[src/rtl/uart_rx_recovery_pkg.sv]
// uart_rx_recovery_pkg: shared state, parity-mode encodings and config helpers for the UART receiver
package uart_rx_recovery_pkg;

  typedef enum logic [2:0] {
    ST_IDLE,
    ST_START,
    ST_DATA,
    ST_PARITY,
    ST_STOP,
    ST_BREAK
  } state_e;

  localparam logic [2:0] PAR_NONE  = 3'd0;
  localparam logic [2:0] PAR_EVEN  = 3'd1;
  localparam logic [2:0] PAR_ODD   = 3'd2;
  localparam logic [2:0] PAR_MARK  = 3'd3;
  localparam logic [2:0] PAR_SPACE = 3'd4;

  localparam logic [3:0] MIN_DATA_BITS = 4'd5;

  function automatic logic [3:0] clamp_bits(input logic [3:0] req, input logic [3:0] max_bits);
    return (req < MIN_DATA_BITS) ? MIN_DATA_BITS : ((req > max_bits) ? max_bits : req);
  endfunction

  // unknown modes fall back to no parity
  function automatic logic [2:0] norm_parity(input logic [2:0] mode);
    return (mode > PAR_SPACE) ? PAR_NONE : mode;
  endfunction

  function automatic logic parity_bad(input logic [2:0] mode, input logic data_xor, input logic bit_in);
    return (mode == PAR_EVEN)  ? (data_xor ^ bit_in) :
           (mode == PAR_ODD)   ? ~(data_xor ^ bit_in) :
           (mode == PAR_MARK)  ? ~bit_in :
           (mode == PAR_SPACE) ? bit_in : 1'b0;
  endfunction

endpackage

[src/rtl/uart_rx_recovery_sync_filter.sv]
// uart_rx_recovery_sync_filter: rx synchroniser, 3-sample history, majority vote and falling-edge detect
module uart_rx_recovery_sync_filter #(
  parameter int SYNC_STAGES = 2
) (
  input  logic clk_i,
  input  logic rst_ni,
  input  logic rx_i,
  output logic rx_s_o,
  output logic maj_o,
  output logic fall_o
);

  logic [SYNC_STAGES-1:0] sync_q, sync_d;
  logic [2:0]             hist_q, hist_d;

  // shift the raw line through the synchroniser and the synchronised line into the history
  always_comb begin
    sync_d = {sync_q[SYNC_STAGES-2:0], rx_i};
    hist_d = {hist_q[1:0], sync_q[SYNC_STAGES-1]};
  end

  // idle-high reset so a line held high never looks like a start edge
  always_ff @(posedge clk_i or negedge rst_ni) begin
    if (!rst_ni) begin
      sync_q <= '1;
      hist_q <= '1;
    end else begin
      sync_q <= sync_d;
      hist_q <= hist_d;
    end
  end

  assign rx_s_o = sync_q[SYNC_STAGES-1];
  assign maj_o  = (hist_q[0] & hist_q[1]) | (hist_q[0] & hist_q[2]) | (hist_q[1] & hist_q[2]);
  assign fall_o = hist_q[0] & ~rx_s_o;

endmodule

[src/rtl/uart_rx_recovery.sv]
// uart_rx_recovery: oversampled UART receiver with runtime framing, break/overrun detection and holding register
module uart_rx_recovery
  import uart_rx_recovery_pkg::*;
#(
  parameter int OVERSAMPLING  = 16,
  parameter int MAX_DATA_BITS = 9,
  parameter int SYNC_STAGES   = 2
) (
  input  logic                     clk_i,
  input  logic                     rst_ni,
  input  logic                     rx_i,
  input  logic [3:0]               data_bits_i,
  input  logic [2:0]               parity_mode_i,
  input  logic                     stop_bits_i,
  output logic [MAX_DATA_BITS-1:0] char_o,
  output logic                     valid_o,
  input  logic                     ready_i,
  output logic                     frame_error_o,
  output logic                     parity_error_o,
  output logic                     overrun_o,
  output logic                     break_o,
  output logic                     busy_o
);

  localparam int                CW       = $clog2(OVERSAMPLING);
  localparam logic [CW-1:0]     HALF_BIT = CW'(OVERSAMPLING / 2 - 1);
  localparam logic [CW-1:0]     FULL_BIT = CW'(OVERSAMPLING - 1);
  localparam logic [3:0]        MAX_BITS = 4'(MAX_DATA_BITS);

  logic rx_s, maj, fall, mid;

  state_e                   state_q, state_d;
  logic [CW-1:0]            cnt_q, cnt_d;
  logic [3:0]               nbits_q, nbits_d, idx_q, idx_d;
  logic [2:0]               pmode_q, pmode_d;
  logic                     two_stop_q, two_stop_d, second_q, second_d;
  logic [MAX_DATA_BITS-1:0] shift_q, shift_d, char_q, char_d;
  logic                     par_q, par_d, zero_q, zero_d;
  logic                     ferr_acc_q, ferr_acc_d, perr_acc_q, perr_acc_d;
  logic                     valid_q, valid_d, ferr_q, ferr_d, perr_q, perr_d;
  logic                     ovr_q, ovr_d, brk_q, brk_d;

  uart_rx_recovery_sync_filter #(.SYNC_STAGES(SYNC_STAGES)) u_filter (
    .clk_i (clk_i),
    .rst_ni(rst_ni),
    .rx_i  (rx_i),
    .rx_s_o(rx_s),
    .maj_o (maj),
    .fall_o(fall)
  );

  assign mid = (cnt_q == '0);

  // frame FSM, bit timing, shift/parity accumulation and holding-register update
  always_comb begin
    state_d    = state_q;
    cnt_d      = mid ? FULL_BIT : cnt_q - 1'b1;
    nbits_d    = nbits_q;
    idx_d      = idx_q;
    pmode_d    = pmode_q;
    two_stop_d = two_stop_q;
    second_d   = second_q;
    shift_d    = shift_q;
    par_d      = par_q;
    zero_d     = zero_q;
    ferr_acc_d = ferr_acc_q;
    perr_acc_d = perr_acc_q;
    char_d     = char_q;
    valid_d    = valid_q;
    ferr_d     = ferr_q;
    perr_d     = perr_q;
    ovr_d      = 1'b0;
    brk_d      = 1'b0;
    if (valid_q && ready_i) begin
      valid_d = 1'b0;
      ferr_d  = 1'b0;
      perr_d  = 1'b0;
    end
    case (state_q)
      ST_IDLE: if (fall) begin
        state_d    = ST_START;
        cnt_d      = HALF_BIT;
        nbits_d    = clamp_bits(data_bits_i, MAX_BITS);
        pmode_d    = norm_parity(parity_mode_i);
        two_stop_d = stop_bits_i;
        second_d   = 1'b0;
        idx_d      = 4'd0;
        shift_d    = '0;
        par_d      = 1'b0;
        zero_d     = 1'b1;
        ferr_acc_d = 1'b0;
        perr_acc_d = 1'b0;
      end
      ST_START: if (mid) state_d = maj ? ST_IDLE : ST_DATA;
      ST_DATA: if (mid) begin
        shift_d = shift_q | (MAX_DATA_BITS'(maj) << idx_q);
        par_d   = par_q ^ maj;
        zero_d  = zero_q & ~maj;
        idx_d   = idx_q + 4'd1;
        if (idx_q == nbits_q - 4'd1) state_d = (pmode_q == PAR_NONE) ? ST_STOP : ST_PARITY;
      end
      ST_PARITY: if (mid) begin
        perr_acc_d = parity_bad(pmode_q, par_q, maj);
        zero_d     = zero_q & ~maj;
        state_d    = ST_STOP;
      end
      ST_STOP: if (mid) begin
        ferr_acc_d = ferr_acc_q | ~maj;
        zero_d     = zero_q & ~maj;
        second_d   = 1'b1;
        if (!two_stop_q || second_q) begin
          if (zero_q && !maj) begin
            state_d = ST_BREAK;
            brk_d   = 1'b1;
            cnt_d   = FULL_BIT;
          end else begin
            state_d = ST_IDLE;
            if (!valid_q || ready_i) begin
              valid_d = 1'b1;
              char_d  = shift_q;
              ferr_d  = ferr_acc_q | ~maj;
              perr_d  = perr_acc_q;
            end else begin
              ovr_d = 1'b1;
            end
          end
        end
      end
      ST_BREAK: begin
        cnt_d = rx_s ? cnt_q - 1'b1 : FULL_BIT;
        if (rx_s && mid) state_d = ST_IDLE;
      end
      default: state_d = ST_IDLE;
    endcase
  end

  // state register; reset drops any frame in progress and any held character
  always_ff @(posedge clk_i or negedge rst_ni) begin
    if (!rst_ni) begin
      state_q    <= ST_IDLE;
      cnt_q      <= '0;
      nbits_q    <= MIN_DATA_BITS;
      idx_q      <= '0;
      pmode_q    <= PAR_NONE;
      two_stop_q <= 1'b0;
      second_q   <= 1'b0;
      shift_q    <= '0;
      par_q      <= 1'b0;
      zero_q     <= 1'b0;
      ferr_acc_q <= 1'b0;
      perr_acc_q <= 1'b0;
      char_q     <= '0;
      valid_q    <= 1'b0;
      ferr_q     <= 1'b0;
      perr_q     <= 1'b0;
      ovr_q      <= 1'b0;
      brk_q      <= 1'b0;
    end else begin
      state_q    <= state_d;
      cnt_q      <= cnt_d;
      nbits_q    <= nbits_d;
      idx_q      <= idx_d;
      pmode_q    <= pmode_d;
      two_stop_q <= two_stop_d;
      second_q   <= second_d;
      shift_q    <= shift_d;
      par_q      <= par_d;
      zero_q     <= zero_d;
      ferr_acc_q <= ferr_acc_d;
      perr_acc_q <= perr_acc_d;
      char_q     <= char_d;
      valid_q    <= valid_d;
      ferr_q     <= ferr_d;
      perr_q     <= perr_d;
      ovr_q      <= ovr_d;
      brk_q      <= brk_d;
    end
  end

  assign char_o         = char_q;
  assign valid_o        = valid_q;
  assign frame_error_o  = ferr_q;
  assign parity_error_o = perr_q;
  assign overrun_o      = ovr_q;
  assign break_o        = brk_q;
  assign busy_o         = (state_q != ST_IDLE);

endmodule

[config.mk]
export PLATFORM = sky130hd
export DESIGN_NAME = uart_rx_recovery
export DESIGN_NICKNAME = d
export VERILOG_FILES = /design/src/rtl/uart_rx_recovery_pkg.sv /design/src/rtl/uart_rx_recovery_sync_filter.sv /design/src/rtl/uart_rx_recovery.sv
export SDC_FILE = /design/constraint.sdc
export NUM_CORES = 1
export LEC_CHECK = 0
export ABC_AREA = 1
export ABC_CLOCK_PERIOD_IN_PS = 2700
export CELL_PAD_IN_SITES_DETAIL_PLACEMENT = 1
export CELL_PAD_IN_SITES_GLOBAL_PLACEMENT = 1
export CORE_UTILIZATION = 46
export CTS_BUF_LIST = sky130_fd_sc_hd__clkbuf_8 sky130_fd_sc_hd__clkbuf_16
export DETAILED_ROUTE_END_ITERATION = 6
export PLACE_DENSITY = 0.95
export SLEW_MARGIN = 25
export SYNTH_ARGS = -nofsm -noshare
export SYNTH_HDL_FRONTEND = slang
export SYNTH_SLANG_ARGS = --single-unit
[constraint.sdc]
create_clock -name clk_i -period 2.7 [get_ports clk_i]
set_input_delay 0.54 -clock clk_i [delete_from_list [all_inputs] [get_ports clk_i]]
set_output_delay 0.54 -clock clk_i [all_outputs]
set_load 0.005 [all_outputs]
# After elaboration in Yosys (flattened, before gate mapping)
# Cells that the tools add are included.
# classes
addsub,3
n_mul,0
div,0
order_cmp,3
eq_ne,19
n_shift,1
mux,71
n_bitwise,14
reduce_logical,24
# ops
op,n
4-bit two-way mux,10
1-bit two-way mux,38
3-bit two-way mux,11
9-bit two-way mux,2
3-bit one-hot mux with 6 select lines,1
9-bit one-hot mux with 2 select lines,1
"2-bit != test, second input constant",8
"3-bit by 2-bit == test with 1-bit output, second input constant",4
4-bit one-hot mux with 3 select lines,1
3-bit AND reduction,4
1-bit one-hot mux with 2 select lines,5
"3-bit == test, second input constant",3
9-bit bitwise OR,1
1-bit by 4-bit left shift with 9-bit output,1
4-bit one-hot mux with 2 select lines,1
8-bit AND reduction,1
2-bit nonzero test,4
"4-bit by 1-bit subtractor with 4-bit output, second input constant",2
"3-bit by 1-bit == test with 1-bit output, second input constant",2
3-bit zero test,2
1-bit AND,5
5-bit AND reduction,1
"4-bit by 1-bit adder with 4-bit output, second input constant",1
4-bit == test,1
15 further kinds,25
# word_totals
reg_bits,52
latch_bits,0
ram_bits,0
romBits,0
input_bits,12
output_inout_bits,15
mem_count,0

# Logic depth before layout (Yosys ltp)
# Gate-level depths: netlist of the first run.
# depth
depth_word,10
depth_mapped,12
depth_no_buf,12

# Hierarchy
# From an unflattened synthesis of the first run, not the netlist that was laid out.
# hier_totals
hier_cells,323
area_unflattened_um2,2626.3
# modules_own_cells
module,n_inst,cells_each,area_per_inst_um2,seq_area_each_um2
uart_rx_recovery,1,312,2468.6,1178.6
uart_rx_recovery_sync_filter,1,11,157.7,131.4

# Least setup slack after synthesis of the first run
# Ideal clock, no wire load.
# synth_path
path_type,reg2reg
from,reg nbits_q[0]
to,reg state_q[1]
setup_time_ns,0.117
t_arrival_ns,1.492
t_required_ns,2.583
setup_slack_ns,1.091
stages_incl_launch_ff,13
path_buffers,0
path_cell_list,dfstp_2 > inv_1 > ha_1 > nand2_1 > inv_1 > nor2_1 > nand2_1 > nor2_1 > nand2_1 > nand2_1 > nand2_1 > nand2_1 > nand2_1
# synth_via
elab_chain_len,4
# synth_rtl
item,line,source
from (decl),uart_rx_recovery.sv:34,"logic [3:0] nbits_q, nbits_d, idx_q, idx_d;"
from (signal assigned),uart_rx_recovery.sv:161,nbits_q <= nbits_d;
4-bit by 1-bit subtractor with 4-bit output,uart_rx_recovery.sv:100,if (idx_q == nbits_q - 4'd1) state_d = (pmode_q == PAR_NONE) ? ST_STOP : ST_PARITY;
4-bit == test,uart_rx_recovery.sv:100,
2-bit != test (no line),--,
8-bit AND reduction (no line),--,
to (signal assigned),uart_rx_recovery.sv:159,state_q <= state_d;
to (decl),uart_rx_recovery.sv:32,"state_e state_q, state_d;"
# No other way between the ends.
# A chain may end at the register's enable or synchronous reset.

# Final worst setup path of the first run
# layout_path
from,reg state_q[1]
to,out busy_o
# layout_via
elab_chain_len,1
# layout_rtl
item,line,source
3-bit nonzero test,uart_rx_recovery.sv:186,assign busy_o = (state_q != ST_IDLE);
to (decl),uart_rx_recovery.sv:22,output logic busy_o
# No other way between the ends.

==> results of run 1 <==
==> state kept, by name, summed over array words and instances, names as in the netlist, 2 cells and up <==
register	count
u_filter.sync_q	2
pmode_q	3
cnt_q	4
nbits_q	4
idx_q	4
char_o	9
u_filter.hist_q	3
shift_q	9
state_q	3
==> final cells by class <==
cell class / instances / area, µm²
Sequential cell: 52 / 1310
Multi-Input combinational cell: 203 / 1070
Fill cell: 624 / 2240
Clock buffer: 6 / 82.6
Clock inverter: 2 / 7.51
Timing Repair Buffer: 29 / 278
Inverter: 43 / 163
Tap cell: 70 / 87.6
==> per-stage QoR <==
stage	instances	hold WS, ps	util (%)	setup WS (ps)	cell area (µm²)
global route	405	184	57.2	554	3000
CTS	405	169	57.2	613	3000
floorplan	302	244	-	1090	2570
detailed placement	397	350	55.5	825	2910
finish	405	148	57.2	617	3000
global placement	397	346	55.5	888	2910
==> logic make-up after synthesis <==
group / Yosys count / share of synthesized area, %
xor gates and xnor gates: 2 / 0.681
buffers and inverters: 47 / 7.58
and+or+nand+nor: 148 / 26.7
AOI/OAI and AO/OA: 49 / 12.2
DFF: 52 / 50.9
adders and majority gates: 4 / 1.94
==> layer usage <==
metal	wire [µm]	GRT usage [%]	vias up
met5	0	0	-
met2	3160	41.6	38
met3	183	3.69	16
met4	155	9.42	0
met1	2530	25.7	1067
li1	-	-	1033
==> path summary, 6_finish.rpt <==
path / start / end / slack (ps) / cells after the start
min in group clk_i: u_filter.sync_q[0] / u_filter.sync_q[1] / 360 / 0
max in group asynchronous: rst_ni / u_filter.hist_q[1] / 1890 / 2
worst min-delay path: rst_ni / char_o[2] / 150 / 1
worst max register to register: cnt_q[0] / parity_error_o / 810 / 9
worst max-delay path: state_q[1] / busy_o / 620 / 3
worst min register to register: u_filter.sync_q[0] / u_filter.sync_q[1] / 360 / 0
==> placed cells by master, fill, tap and decap left out, types with 7 or more instances in the layout <==
master                            count
sky130_fd_sc_hd__nand2_1             78
sky130_fd_sc_hd__dfrtp_1             45
sky130_fd_sc_hd__inv_1               41
sky130_fd_sc_hd__nand3_1             27
sky130_fd_sc_hd__clkdlybuf4s50_1     25
sky130_fd_sc_hd__nor2_1              24
sky130_fd_sc_hd__a21oi_1             19
sky130_fd_sc_hd__o21ai_2             11
sky130_fd_sc_hd__o21ai_0              8
sky130_fd_sc_hd__dfstp_2              7
==> power groups by stage <==
stage	clock network [mW]	registers (mW)	logic, mW
2_1_floorplan	0	1.02	0.619
3_3_place_gp	0	1.04	0.789
3_5_place_dp	0	1.05	0.847
4_1_cts	0.470	1.04	0.864
5_1_grt	0.497	1.05	0.972
6_report	0.467	1.04	0.856
==> critical path: stages, from the launching register on <==
cell and delay [ps]:
sky130_fd_sc_hd__dfrtp_1 470, sky130_fd_sc_hd__nor2_4 170, sky130_fd_sc_hd__nand2_2 120, sky130_fd_sc_hd__clkdlybuf4s50_1 470
==> qor.yml, run 1 <==
pwr:
  leakage_power_nw: 1.46
  power.ir.vdd_worst_uv: 586
  power_per_cell_area_mw_per_mm2: 789
  p_clk_share_pct: 19.7
  sequentialPowerShare_pct: 44.0
  switching_share_pct: 39.4
  total_power_mw: 2.36
  power.internal_mw: 1.43
  power.combinational.fraction_pct: 36.2
  total_switching_power_mw: 0.931
grt:
  vias_in_the_first_global_route: 2323
  wire_length_of_the_first_global_routing_pass_um: 10500
  grt_max_degree: 23
  grt_util_all_layers_pct: 22.6
  globalRouteOverflowTotal: 0
  initial_antenna_violation_count: 0
die:
  placeableCoreArea_mm2: 0.00524
  initial_core_util_pct: 49.1
  num_io_pins: 27
  floorplan.die_area_mm2: 0.00590
  placementRows: 26
  die_outline_width_um: 76.8
  fp.dieH_um: 76.8
timing:
  unrepaired_setup_endpoints_after_global_routing: "no"
  fin_tns_setup_ps: 0
  clock_skew_ps: 6.96
  layout_min_cycle_time_ps: 2080
  hold_viol: 0
  finalSetupViolations: 0
  finalMaxSlewViolations: 0
  timing.final.crit_share_pct: 77.1
  relSlewSlack_pct: 70.7
  fmaxAchievable_mhz: 480
  tightest_slew_ps: 439
synthesis:
  synthCells: 302
  synthDistinctLibCells: 36
  netlist_top_cells_count: "78 x sky130_fd_sc_hd__nand2_1, 45 x sky130_fd_sc_hd__dfrtp_1, 39 x sky130_fd_sc_hd__inv_1"
  post-synth-top-count-cell: "sky130_fd_sc_hd__nand2_1"
  netlist_area_mm2: 0.00257
  ys_top_cells_by_area: "sky130_fd_sc_hd__dfrtp_1 44%, sky130_fd_sc_hd__nand2_1 11%, sky130_fd_sc_hd__dfstp_2 7.1%, sky130_fd_sc_hd__inv_1 5.7%, sky130_fd_sc_hd__nand3_1 5.3%"
  synthesized_flop_and_latch_total: 52
  synthFlopType: "sky130_fd_sc_hd__dfrtp_1"
  synth.avg_cell_area_um2: 8.52
  synthDominantCellAreaShare_pct: 43.8
  post_synth_arst_share_pct: 100
  synth-seq-area-share_pct: 50.9
  synth_warnings: 0
  synth-edff-count: 0
  synth_fp_nets: 318
  synth_top_area_cell: "sky130_fd_sc_hd__dfrtp_1"
placement:
  dpl_hpwl_um: 4400
  number_of_buffers_inserted_by_port_buffering: 26
  gp_congestion: 0.842
clock_network:
  cts_tree: "yes"
  clock_tree.root_cell: "sky130_fd_sc_hd__clkbuf_8"
  clkSlewWorstSetupHoldPaths_ps: 100
  cts.repair_timing.setup_buffer_count: 0
  clock_sinks: 52
  clockBufferDepth: 2
  worstSkewPairLatency_ps: 320
  cts-buffers-inserted: 5
  cts_resized: 0
  htree_num_levels: 2
  number_of_hold_buffers_added_after_cts: 0
run:
  timing.max_cap.violations: 0
finish:
  diode_count: 0
  synthToLayoutAreaGrowth_pct: 16.4
  final_net_count: 350
  fraction_of_layout_instances_using_a_drive_strength_above_1_pct: 13.4
route:
  ant_nets: 0
  detail_route.iter0.violations: 75
  finalWirelength_um: 6020
  route.detailed.drc: 0
  first_pass_iters: 4
  routed_wire_length_per_instance_um: 14.9
  route.vias.total: 2154
  vias_per_cell: 5.32
critical_path:
  timing.critical_path.required_ps: 2160
  worst-path-max-fanout: 5
  startpoint_type: "register"
  critPathKind: "reg2out"
  crit_path_end_kind: "primary output"
  worst-endpoint-arrival_ps: 1540
run_status:
  outcome: "completed"
min_path:
  hold_path_class: "in2async"
Power figures use the tool's default switching activity.
==> run 2, diff against run 1 <==
--- a/config.mk
+++ b/config.mk
@@ -6,13 +6,13 @@
 export NUM_CORES = 1
 export LEC_CHECK = 0
 export ABC_AREA = 1
-export ABC_CLOCK_PERIOD_IN_PS = 2700
+export ABC_CLOCK_PERIOD_IN_PS = 2000
 export CELL_PAD_IN_SITES_DETAIL_PLACEMENT = 1
 export CELL_PAD_IN_SITES_GLOBAL_PLACEMENT = 1
-export CORE_UTILIZATION = 46
+export CORE_UTILIZATION = 42
 export CTS_BUF_LIST = sky130_fd_sc_hd__clkbuf_8 sky130_fd_sc_hd__clkbuf_16
 export DETAILED_ROUTE_END_ITERATION = 6
-export PLACE_DENSITY = 0.95
+export PLACE_DENSITY = 0.9
 export SLEW_MARGIN = 25
 export SYNTH_ARGS = -nofsm -noshare
 export SYNTH_HDL_FRONTEND = slang
==> constraint.sdc (replaced) <==
create_clock -name clk_i -period 2 [get_ports clk_i]
set_input_delay 0.4 -clock clk_i [delete_from_list [all_inputs] [get_ports clk_i]]
set_output_delay 0.4 -clock clk_i [all_outputs]
set_load 0.005 [all_outputs]
==> qor.yml, run 2 (same netlist as run 1, synthesis figures left out) <==
run_status:
  outcome: "completed"
pwr:
  total_power_mw: 3.41
  power.ir.vdd_worst_uv: 421
  power.combinational.fraction_pct: 34.0
  p_clk_share_pct: 24.8
  switching_share_pct: 36.5
  leakage_power_nw: 1.47
  power.internal_mw: 2.17
  sequentialPowerShare_pct: 41.2
  total_switching_power_mw: 1.24
  power_per_cell_area_mw_per_mm2: 1110
timing:
  relSlewSlack_pct: 61.1
  tightest_slew_ps: 584
  layout_min_cycle_time_ps: 1920
  timing.final.crit_share_pct: 96.0
  finalSetupViolations: 0
  finalMaxSlewViolations: 0
  clock_skew_ps: 7.46
  finalHoldWorstSlack_ps: 80.2
  fin_tns_setup_ps: 0
  unrepaired_setup_endpoints_after_global_routing: "no"
  fmaxAchievable_mhz: 521
  hold_viol: 0
grt:
  globalRouteOverflowTotal: 0
  grt_max_degree: 29
  initial_antenna_violation_count: 0
  wire_length_of_the_first_global_routing_pass_um: 10300
  grt_util_all_layers_pct: 20.9
  vias_in_the_first_global_route: 2242
finish:
  layout.cells.most_common: "sky130_fd_sc_hd__nand2_1"
  finalCoreUtilization_pct: 51.8
  final-instance-count-excl-fill: 410
  synthToLayoutAreaGrowth_pct: 19.2
  diode_count: 0
  filler_cell_count: 719
  mostFrequentLayoutCells: "77 x sky130_fd_sc_hd__nand2_1, 43 x sky130_fd_sc_hd__dfrtp_1, 39 x sky130_fd_sc_hd__inv_1"
  fraction_of_layout_instances_using_a_drive_strength_above_1_pct: 14.9
  final_net_count: 350
die:
  placeableCoreArea_mm2: 0.00592
  fp.dieH_um: 80.3
  floorplan.die_area_mm2: 0.00644
  num_io_pins: 27
  initial_core_util_pct: 43.5
  placementRows: 28
  die_outline_width_um: 80.3
placement:
  number_of_buffers_inserted_by_port_buffering: 26
  gp_congestion: 0.813
  post-place-cells: 402
  dpl_hpwl_um: 4320
clock_network:
  cts-buffers-inserted: 5
  clock_tree.root_cell: "sky130_fd_sc_hd__clkbuf_8"
  clockBufferDepth: 2
  cts_tree: "yes"
  worstSkewPairLatency_ps: 310
  cts.repair_timing.setup_buffer_count: 0
  htree_num_levels: 2
  clkSlewWorstSetupHoldPaths_ps: 90
  clock_sinks: 52
  number_of_hold_buffers_added_after_cts: 0
route:
  ant_nets: 0
  routed_wire_length_per_instance_um: 14.3
  vias_per_cell: 5.14
  route.vias.total: 2106
  first_pass_iters: 4
  route.detailed.drc: 0
  detail_route.iter0.violations: 88
  finalWirelength_um: 5860
critical_path:
  timing.rr.start: "nbits_q[0]"
  crit_path_end_kind: "primary output"
  setup.reg_to_reg.worst_slack_ps: 220
  timing.critical_path.required_ps: 1600
  startpoint_type: "register"
  reg2reg_depth: 12
  worst-endpoint-arrival_ps: 1520
  worst-path-max-fanout: 5
  r2r_end: "state_q[2]"
  critPathKind: "reg2out"
run:
  timing.max_cap.violations: 0
min_path:
  hold_path_class: "in2async"
run 2: cell types whose count changed in the layout (fill, tap and decap cells not counted), sizes merged:
cell      delta
clkbuf       -1
inv          -2
clkinvlp     +1
bufinv       +2
run 2: timing repair:
action                                  4_1_cts  5_1_grt
resized for setup                             0        4
endpoints found under the setup margin        0       12
hold endpoints to repair                      0        0
run 2: critical path, stage by stage (launching register included):
cell and delay, ps:
sky130_fd_sc_hd__dfrtp_1 490, sky130_fd_sc_hd__nor2_4 70, sky130_fd_sc_hd__nand2_2 140, sky130_fd_sc_hd__clkdlybuf4s50_1 520
run 2: how the worst max path moves through the flow:
stage / slack (ps) / start / end / cells past startpoint
final: 80 / state_q[0] / busy_o / 3
after global routing: 10 / nbits_q[0] / state_q[0] / 12
after CTS: 30 / state_q[2] / busy_o / 3
after detailed placement: 160 / cnt_q[0] / frame_error_o / 9
after global placement: 260 / nbits_q[0] / state_q[2] / 12
after floorplan: 390 / nbits_q[0] / state_q[1] / 12
run 2: stage by stage:
stage                     cell area [µm²]  setup WS [ps]
after floorplan                      2570            391
after global placement               2930            263
after detailed placement             2930            156
after global routing                 3070           9.84
after CTS                            3060           30.1
final                                3070           79.7
run 2: power groups by stage:
stage	clock, mW	sequential (mW)	combinational, mW
after floorplan	0	1.38	0.836
after detailed placement	0	1.42	1.14
after global placement	0	1.40	1.07
final	0.847	1.40	1.16
after global routing	0.892	1.43	1.33
after CTS	0.857	1.40	1.17
run 2: layout make-up:
class	count	area, µm²	share of cell area, %
multi-input cells	203	1070	34.9
clock buffers	5	68.8	2.24
inverters	43	166	5.43
clock inverters	3	63.8	2.08
repair buffers	29	290	9.47
flip-flops and latches	52	1310	42.8
well taps	75	93.8	3.06
run 2: routing by layer:
layer / global-route usage (%) / vias to the layer above / share of wire (%)
met4: 7.32 / 0 / 1.6
met3: 3.18 / 9 / 2.7
li1: - / 1030 / -
met2: 38.0 / 46 / 52
met5: 0 / - / 0
met1: 24.9 / 1021 / 44
